`src/rtl/uart_tx_scheduler_pkg.sv`:
```
// Shared types and constants for the UART TX scheduler: FSM states, parity codes,
// tick counter width and grant index width.
package uart_tx_scheduler_pkg;

    typedef enum logic [2:0] {
        IDLE  = 3'd0,
        ARB   = 3'd1,
        START = 3'd2,
        BUSY  = 3'd3,
        GAP   = 3'd4
    } state_e;

    localparam logic [1:0] PAR_NONE = 2'b00;
    localparam logic [1:0] PAR_ODD  = 2'b01;
    localparam logic [1:0] PAR_EVEN = 2'b10;
    localparam logic [1:0] PAR_MARK = 2'b11;

    localparam int TICK_CNT_W = 9;
    localparam int GRANT_W    = 3;

endpackage

```
`src/rtl/uart_tx_scheduler_if.sv`:
```
// Requester/transmitter bundle of the UART TX scheduler; slave = scheduler side,
// master = requesters plus transmitter side.
interface uart_tx_scheduler_if
    import uart_tx_scheduler_pkg::*;
#(
    parameter int NUM_REQ = 4
);
    logic [NUM_REQ-1:0]   req_valid;
    logic [8*NUM_REQ-1:0] req_data;
    logic [2*NUM_REQ-1:0] req_parity;
    logic [NUM_REQ-1:0]   req_ready;
    logic                 b_tick;
    logic                 tx_done;
    logic                 tx_start_n;
    logic [7:0]           tx_data;
    logic [1:0]           tx_parity;
    logic                 busy;
    logic [GRANT_W-1:0]   grant_id;
    logic                 timeout_err;

    modport slave (
        input  req_valid, req_data, req_parity, b_tick, tx_done,
        output req_ready, tx_start_n, tx_data, tx_parity, busy, grant_id, timeout_err
    );

    modport master (
        output req_valid, req_data, req_parity, b_tick, tx_done,
        input  req_ready, tx_start_n, tx_data, tx_parity, busy, grant_id, timeout_err
    );

endinterface

```
`src/rtl/uart_tx_scheduler_rr_arbiter.sv`:
```
// Combinational round-robin pick: first valid requester after the pointer, wrapping.
module uart_rr_arbiter
    import uart_tx_scheduler_pkg::*;
#(
    parameter int NUM_REQ = 4
)(
    input  logic [NUM_REQ-1:0] valid_i,
    input  logic [GRANT_W-1:0] ptr_i,
    output logic [NUM_REQ-1:0] grant_o,
    output logic [GRANT_W-1:0] idx_o,
    output logic               any_o
);

    always_comb begin
        grant_o = '0;
        idx_o   = '0;
        any_o   = 1'b0;
        // Offsets 1..NUM_REQ visit every index once, the pointer itself last.
        for (int off = 1; off <= NUM_REQ; off++) begin
            for (int i = 0; i < NUM_REQ; i++) begin
                if (!any_o && valid_i[i] && (i == (int'(ptr_i) + off) % NUM_REQ)) begin
                    grant_o[i] = 1'b1;
                    idx_o      = GRANT_W'(i);
                    any_o      = 1'b1;
                end
            end
        end
    end

endmodule

```
`src/rtl/uart_tx_scheduler.sv`:
```
// Shares one UART transmitter among NUM_REQ byte requesters (round robin) and sequences
// each frame. Optional watchdog enabled by defining TX_TIMEOUT_EN.
module uart_tx_scheduler
    import uart_tx_scheduler_pkg::*;
#(
    parameter int NUM_REQ       = 4,
    parameter int GAP_TICKS     = 16,
    parameter int TIMEOUT_TICKS = 256
)(
    input logic               clk,
    input logic               reset,
    uart_tx_scheduler_if.slave bus
);

    if (NUM_REQ < 2 || NUM_REQ > 8 || GAP_TICKS < 0 || GAP_TICKS > 511 ||
        TIMEOUT_TICKS < 1 || TIMEOUT_TICKS > 511) begin : g_bad_params
        $error("uart_tx_scheduler: parameter out of range");
    end

    localparam logic [TICK_CNT_W-1:0] GAP_CNT = TICK_CNT_W'(GAP_TICKS);
    localparam state_e GAP_NEXT = (GAP_TICKS == 0) ? IDLE : GAP;

    state_e                 state_q;
    logic [NUM_REQ-1:0]     ready_q;
    logic                   txStartN_q;
    logic [7:0]             txData_q;
    logic [1:0]             txParity_q;
    logic                   busy_q;
    logic [GRANT_W-1:0]     ptr_q;
    logic [TICK_CNT_W-1:0]  tickCnt_q;
    logic [TICK_CNT_W-1:0]  tickCnt_d;
    logic                   txDone_q;
    logic                   doneRise;
    logic                   wdExpire;

    logic [NUM_REQ-1:0]     winOneHot;
    logic [GRANT_W-1:0]     winIdx;
    logic                   winAny;
    logic [7:0]             winData;
    logic [1:0]             winParity;

    uart_rr_arbiter #(.NUM_REQ(NUM_REQ)) u_arbiter (
        .valid_i (bus.req_valid),
        .ptr_i   (ptr_q),
        .grant_o (winOneHot),
        .idx_o   (winIdx),
        .any_o   (winAny)
    );

    always_comb begin
        winData   = '0;
        winParity = '0;
        for (int i = 0; i < NUM_REQ; i++) begin
            if (winOneHot[i]) begin
                winData   = bus.req_data[8*i +: 8];
                winParity = bus.req_parity[2*i +: 2];
            end
        end
    end

    assign tickCnt_d = (tickCnt_q == '1) ? tickCnt_q : tickCnt_q + 1'b1;
    assign doneRise  = bus.tx_done & ~txDone_q;

`ifdef TX_TIMEOUT_EN
    localparam logic [TICK_CNT_W-1:0] TIMEOUT_CNT = TICK_CNT_W'(TIMEOUT_TICKS);
    logic timeoutErr_q;
    assign wdExpire        = bus.b_tick && (tickCnt_d >= TIMEOUT_CNT);
    assign bus.timeout_err = timeoutErr_q;
`else
    assign wdExpire        = 1'b0;
    assign bus.timeout_err = 1'b0;
`endif

    // The tick counter is the watchdog in START/BUSY and the gap timer in GAP.
    always_ff @(posedge clk) begin
        if (reset) begin
            state_q    <= IDLE;
            ready_q    <= '0;
            txStartN_q <= 1'b1;
            txData_q   <= '0;
            txParity_q <= '0;
            busy_q     <= 1'b0;
            ptr_q      <= GRANT_W'(NUM_REQ - 1);
            tickCnt_q  <= '0;
            txDone_q   <= 1'b0;
`ifdef TX_TIMEOUT_EN
            timeoutErr_q <= 1'b0;
`endif
        end else begin
            ready_q  <= '0;
            txDone_q <= bus.tx_done;
            case (state_q)
                IDLE: begin
                    if (|bus.req_valid) begin
                        state_q <= ARB;
                        busy_q  <= 1'b1;
                    end
                end
                ARB: begin
                    if (winAny) begin
                        ready_q    <= winOneHot;
                        txData_q   <= winData;
                        txParity_q <= winParity;
                        ptr_q      <= winIdx;
                        txStartN_q <= 1'b0;
                        tickCnt_q  <= '0;
                        state_q    <= START;
                    end else begin
                        state_q <= IDLE;
                        busy_q  <= 1'b0;
                    end
                end
                START, BUSY: begin
                    if ((state_q == BUSY && doneRise) || wdExpire) begin
`ifdef TX_TIMEOUT_EN
                        if (wdExpire && !(state_q == BUSY && doneRise)) timeoutErr_q <= 1'b1;
`endif
                        txStartN_q <= 1'b1;
                        tickCnt_q  <= '0;
                        state_q    <= GAP_NEXT;
                        busy_q     <= (GAP_NEXT != IDLE);
                    end else if (bus.b_tick) begin
                        tickCnt_q <= tickCnt_d;
                        if (state_q == START) begin
                            txStartN_q <= 1'b1;
                            state_q    <= BUSY;
                        end
                    end
                end
                GAP: begin
                    if (bus.b_tick) begin
                        if (tickCnt_d >= GAP_CNT) begin
                            tickCnt_q <= '0;
                            state_q   <= IDLE;
                            busy_q    <= 1'b0;
                        end else begin
                            tickCnt_q <= tickCnt_d;
                        end
                    end
                end
                default: begin
                    state_q <= IDLE;
                    busy_q  <= 1'b0;
                end
            endcase
        end
    end

    assign bus.req_ready  = ready_q;
    assign bus.tx_start_n = txStartN_q;
    assign bus.tx_data    = txData_q;
    assign bus.tx_parity  = txParity_q;
    assign bus.busy       = busy_q;
    assign bus.grant_id   = ptr_q;

endmodule
```
`src/flat_wrapper.sv`:
```
// flat-port wrapper written by rule: the top's interface ports become plain ports
module uart_tx_scheduler_flat import uart_tx_scheduler_pkg::*;
#(
    parameter int NUM_REQ       = 4,
    parameter int GAP_TICKS     = 16,
    parameter int TIMEOUT_TICKS = 256
)
  (clk, reset, bus_req_valid, bus_req_data, bus_req_parity, bus_b_tick, bus_tx_done, bus_req_ready, bus_tx_start_n, bus_tx_data, bus_tx_parity, bus_busy, bus_grant_id, bus_timeout_err);
  uart_tx_scheduler_if #(.NUM_REQ(NUM_REQ)) bus_i ();
  input logic clk;
  input logic reset;
  input wire logic [$bits(bus_i.req_valid)-1:0] bus_req_valid;
  input wire logic [$bits(bus_i.req_data)-1:0] bus_req_data;
  input wire logic [$bits(bus_i.req_parity)-1:0] bus_req_parity;
  input wire logic [$bits(bus_i.b_tick)-1:0] bus_b_tick;
  input wire logic [$bits(bus_i.tx_done)-1:0] bus_tx_done;
  output wire logic [$bits(bus_i.req_ready)-1:0] bus_req_ready;
  output wire logic [$bits(bus_i.tx_start_n)-1:0] bus_tx_start_n;
  output wire logic [$bits(bus_i.tx_data)-1:0] bus_tx_data;
  output wire logic [$bits(bus_i.tx_parity)-1:0] bus_tx_parity;
  output wire logic [$bits(bus_i.busy)-1:0] bus_busy;
  output wire logic [$bits(bus_i.grant_id)-1:0] bus_grant_id;
  output wire logic [$bits(bus_i.timeout_err)-1:0] bus_timeout_err;
  assign bus_i.req_valid = bus_req_valid;
  assign bus_i.req_data = bus_req_data;
  assign bus_i.req_parity = bus_req_parity;
  assign bus_i.b_tick = bus_b_tick;
  assign bus_i.tx_done = bus_tx_done;
  assign bus_req_ready = bus_i.req_ready;
  assign bus_tx_start_n = bus_i.tx_start_n;
  assign bus_tx_data = bus_i.tx_data;
  assign bus_tx_parity = bus_i.tx_parity;
  assign bus_busy = bus_i.busy;
  assign bus_grant_id = bus_i.grant_id;
  assign bus_timeout_err = bus_i.timeout_err;
  uart_tx_scheduler #(.NUM_REQ(NUM_REQ), .GAP_TICKS(GAP_TICKS), .TIMEOUT_TICKS(TIMEOUT_TICKS)) u_core (.clk(clk), .reset(reset), .bus(bus_i));
endmodule
```
`config.mk`:
```
export PLATFORM = sky130hd
export DESIGN_NAME = uart_tx_scheduler_flat
export DESIGN_NICKNAME = d
export VERILOG_FILES = /design/src/rtl/uart_tx_scheduler_pkg.sv /design/src/rtl/uart_tx_scheduler_if.sv /design/src/rtl/uart_tx_scheduler_rr_arbiter.sv /design/src/rtl/uart_tx_scheduler.sv /design/src/flat_wrapper.sv
export SDC_FILE = /design/constraint.sdc
export NUM_CORES = 1
export LEC_CHECK = 0
export ABC_CLOCK_PERIOD_IN_PS = 2700
export BUFFER_PORTS_ARGS = -buffer_cell sky130_fd_sc_hd__buf_2
export CORE_MARGIN = 2
export CORE_UTILIZATION = 40
export CTS_CLUSTER_SIZE = 10
export DETAILED_ROUTE_END_ITERATION = 7
export PLACE_DENSITY = 0.77
export SLEW_MARGIN = 10
export SYNTH_ARGS = -nofsm -noshare
export SYNTH_HDL_FRONTEND = slang
export SYNTH_SLANG_ARGS = --single-unit
```
`constraint.sdc`:
```
create_clock -name clk -period 2.7 [get_ports clk]
set_input_delay 0.135 -clock clk [delete_from_list [all_inputs] [get_ports clk]]
set_output_delay 0.135 -clock clk [all_outputs]
set_load 0.05 [all_outputs]
```
==> results.tsv <==
metric	value	unit
outcome	finished, final reports clean	
htreeDepth	2	
clockRootBuffer	clkbuf_8	
finalWirelength	5089	microns
initial_core_util	42.37	%
yosys.area.top_type	dfxtp_1	
power.total	0.001503	W
final_cells	359	
synth_edf_count	0	
tightestPinTransition	824.8	ps
synthArstFlopShare	0	%
final_core_util	52.36	%
rsz0062_at_grt	false	
num_rows	24	
cp_max_fo	8	
fin_crit_sh	80.47	%
overflow	0	
start_kind	flip-flop	
cts_tree	built	
drtAntennaViolNets	0	
num_vias	2027	
clock_latency	280	ps
ctsLongestPathBuffers	2	
grt_antenna_before_repair	0	
cts_setup_buffers	0	
gp_congestion	0.8299	
powerDensity	646.0	nW/um^2
yosys-top-cells-count	dfxtp_1, nor2_1, a21oi_1	
worst_path_most_repeated_cell	and3_1	
area_growth	23.59	%
die_h	72.61	microns
ys_types	40	
coreArea	4444	sq um
path_cells	ha_1 > and3_1 > and3_1 > mux2i_1 > a311oi_1 > mux2_1	
drc_errors	0	
dp_cells	351	
ir_worst_vdd	0.0002744	V
synthTopCellsByArea	dfxtp_1, a311oi_1, nor3b_1	
r2r-start	u_core.tickCnt_q[0]$_SDFFE_PP0P_	
drv_slew	0	
postCtsHoldBufs	0	
p_leak	0.9921	nW
final-setup-viol-count	0	
cts_resized	0	
place_ws	580.7	ps
final_layout_size_suffix_gt1_share	26.71	%
grt_pass1_vias	1915	
drtIter0Drc	131	
syn_inst	247	
synth_most_common_cell	dfxtp_1	
r2r_cells	6	
diodes	0	
grt_max_degree	36	
whs_path_depth	2	
hold_viol	0	
grt_usage	20.29	%
num_io_pins	68	
finClkSkew	3.301	ps
fp.dieW	72.61	microns
r2r_setup_slack	530	ps
max_freq	0.4603	GHz
hold_path_class	input port to flip-flop	
setup_ws	527.3	ps
yosysWarnings	0	
slowest_stage	dfxtp_1	
numCtsBuffers	5	
vias_per_cell	5.646	
synth.avg_cell_area	7.624	sq um
critPathKind	flip-flop to flip-flop	
max_stage_delay	430	ps
grt_pass1_wl	8507	microns
crit_required	2870	ps
startpoint	u_core.tickCnt_q[0]$_SDFFE_PP0P_	
yosysTopAreaCellShare	32.96	%
path_clk_slew	70	ps
nNetsFinal	355	
yosysSeqAreaShare	32.96	%
max-slew-margin-rel	44.64	%
timing.setup.tns	0	ps
io_buffer_count	65	
synth_seq_cells	31	
period_minus_slack	2173	ps
drv_cap	0	
drt_pass1_iterations	4	
hold_start	bus_tx_done	
cp-end-kind	flip-flop	
synth_top_flop_cell	dfxtp_1	
dieArea	5272	sq um
post_drt_wl_per_cell	14.18	microns
dp_hpwl	3589	microns
clock-sinks	31	
cp.arrival	2340	ps
netlist_area	1883	sq um
[critical path, delay by kind of cell (launching register included)]
family / cells / cell delay [ps]
AOI/OAI and AO/OA: 1 / 160
adders and majority gates: 1 / 210
DFF: 1 / 430
muxes: 2 / 690
and+or+nand+nor: 2 / 560
[cell usage in the layout (no fill, tap or decap), drive strengths merged, types with 3 or more instances in the layout]
| cell type | synthesis | layout |
|---|---|---|
| buf | 7 | 71 |
| dfxtp | 31 | 31 |
| nor2 | 20 | 20 |
| a21oi | 17 | 17 |
| nand3 | 15 | 15 |
| inv | 14 | 14 |
| nor3b | 13 | 13 |
| a311oi | 12 | 12 |
| o22ai | 12 | 12 |
| o31ai | 11 | 11 |
| nand2 | 10 | 10 |
| o21ai | 9 | 9 |
| nor3 | 7 | 7 |
| and3 | 6 | 6 |
| nor4 | 6 | 6 |
| nand2b | 5 | 5 |
| clkbuf | 13 | 5 |
| nor2b | 4 | 4 |
| a31oi | 4 | 4 |
| or3 | 3 | 3 |
| or2b | 3 | 3 |
| and4 | 3 | 3 |
| o21bai | 3 | 3 |
[path summary, 6_finish.rpt]
path / to
max reg2reg: u_core.bus.busy$_SDFFE_PP0P_
max: u_core.bus.busy$_SDFFE_PP0P_
min: u_core.txDone_q$_SDFF_PP0_
min reg2reg: u_core.bus.tx_data[3]$_SDFFE_PP0P_
[kinds of logic (layout without fill, tap and decap cells)]
kind of cell | Yosys count | count (layout) | synth area share, %
AO/OA/AOI/OAI | 76 | 76 | 27.11
adder cells (fa/ha/maj) | 1 | 1 | 0.6643
buffers and inverters | 34 | 93 | 7.508
flip-flops | 31 | 31 | 32.96
multiplexers | 3 | 3 | 1.661
other | 1 | 2 | 0.1991
AND/OR/NAND/NOR | 101 | 101 | 29.90
[sequential cells by signal (all words and copies together) (netlist names)]
| signal | count |
|---|---|
| u_core.bus.tx_parity | 2 |
| u_core.tickCnt_q | 9 |
| u_core.bus.busy | 1 |
| u_core.bus.tx_start_n | 1 |
| u_core.txDone_q | 1 |
| u_core.bus.req_ready | 4 |
| u_core.bus.grant_id | 2 |
| u_core.state_q | 3 |
| u_core.bus.tx_data | 8 |
[metrics by stage]
stage	instance area, sq um	hold slack [ps]
4_1_cts	2327	81.19
2_1_floorplan	1887	263.2
6_report	2327	84.68
3_3_place_gp	2238	378.1
3_5_place_dp	2238	382.3
5_1_grt	2327	116.1
[power breakdown]
| part | internal [W] | switching (W) |
|---|---|---|
| registers | 0.000510 | 0.0000457 |
| logic | 0.000182 | 0.000395 |
| clock network | 0.000179 | 0.000191 |
| total | 0.000871 | 0.000632 |
[metal layers]
| metal | track usage [%] | share of wire (%) |
|---|---|---|
| met5 | 0 | 0 |
| met2 | 33.64 | 46 |
| met3 | 4.558 | 6.2 |
| met4 | 8.025 | 1.0 |
| met1 | 25.56 | 47 |
[cell type report]
cell class | instances | area [sq um]
clock inverter | 3 | 20.02
clock buffer | 5 | 68.82
sequential | 31 | 620.6
inverter | 14 | 52.55
fill | 427 | 2117
tap | 52 | 65.06
multi-input combinational | 183 | 1130
timing repair buffer | 71 | 370.4
Power figures use the tool's default switching activity.
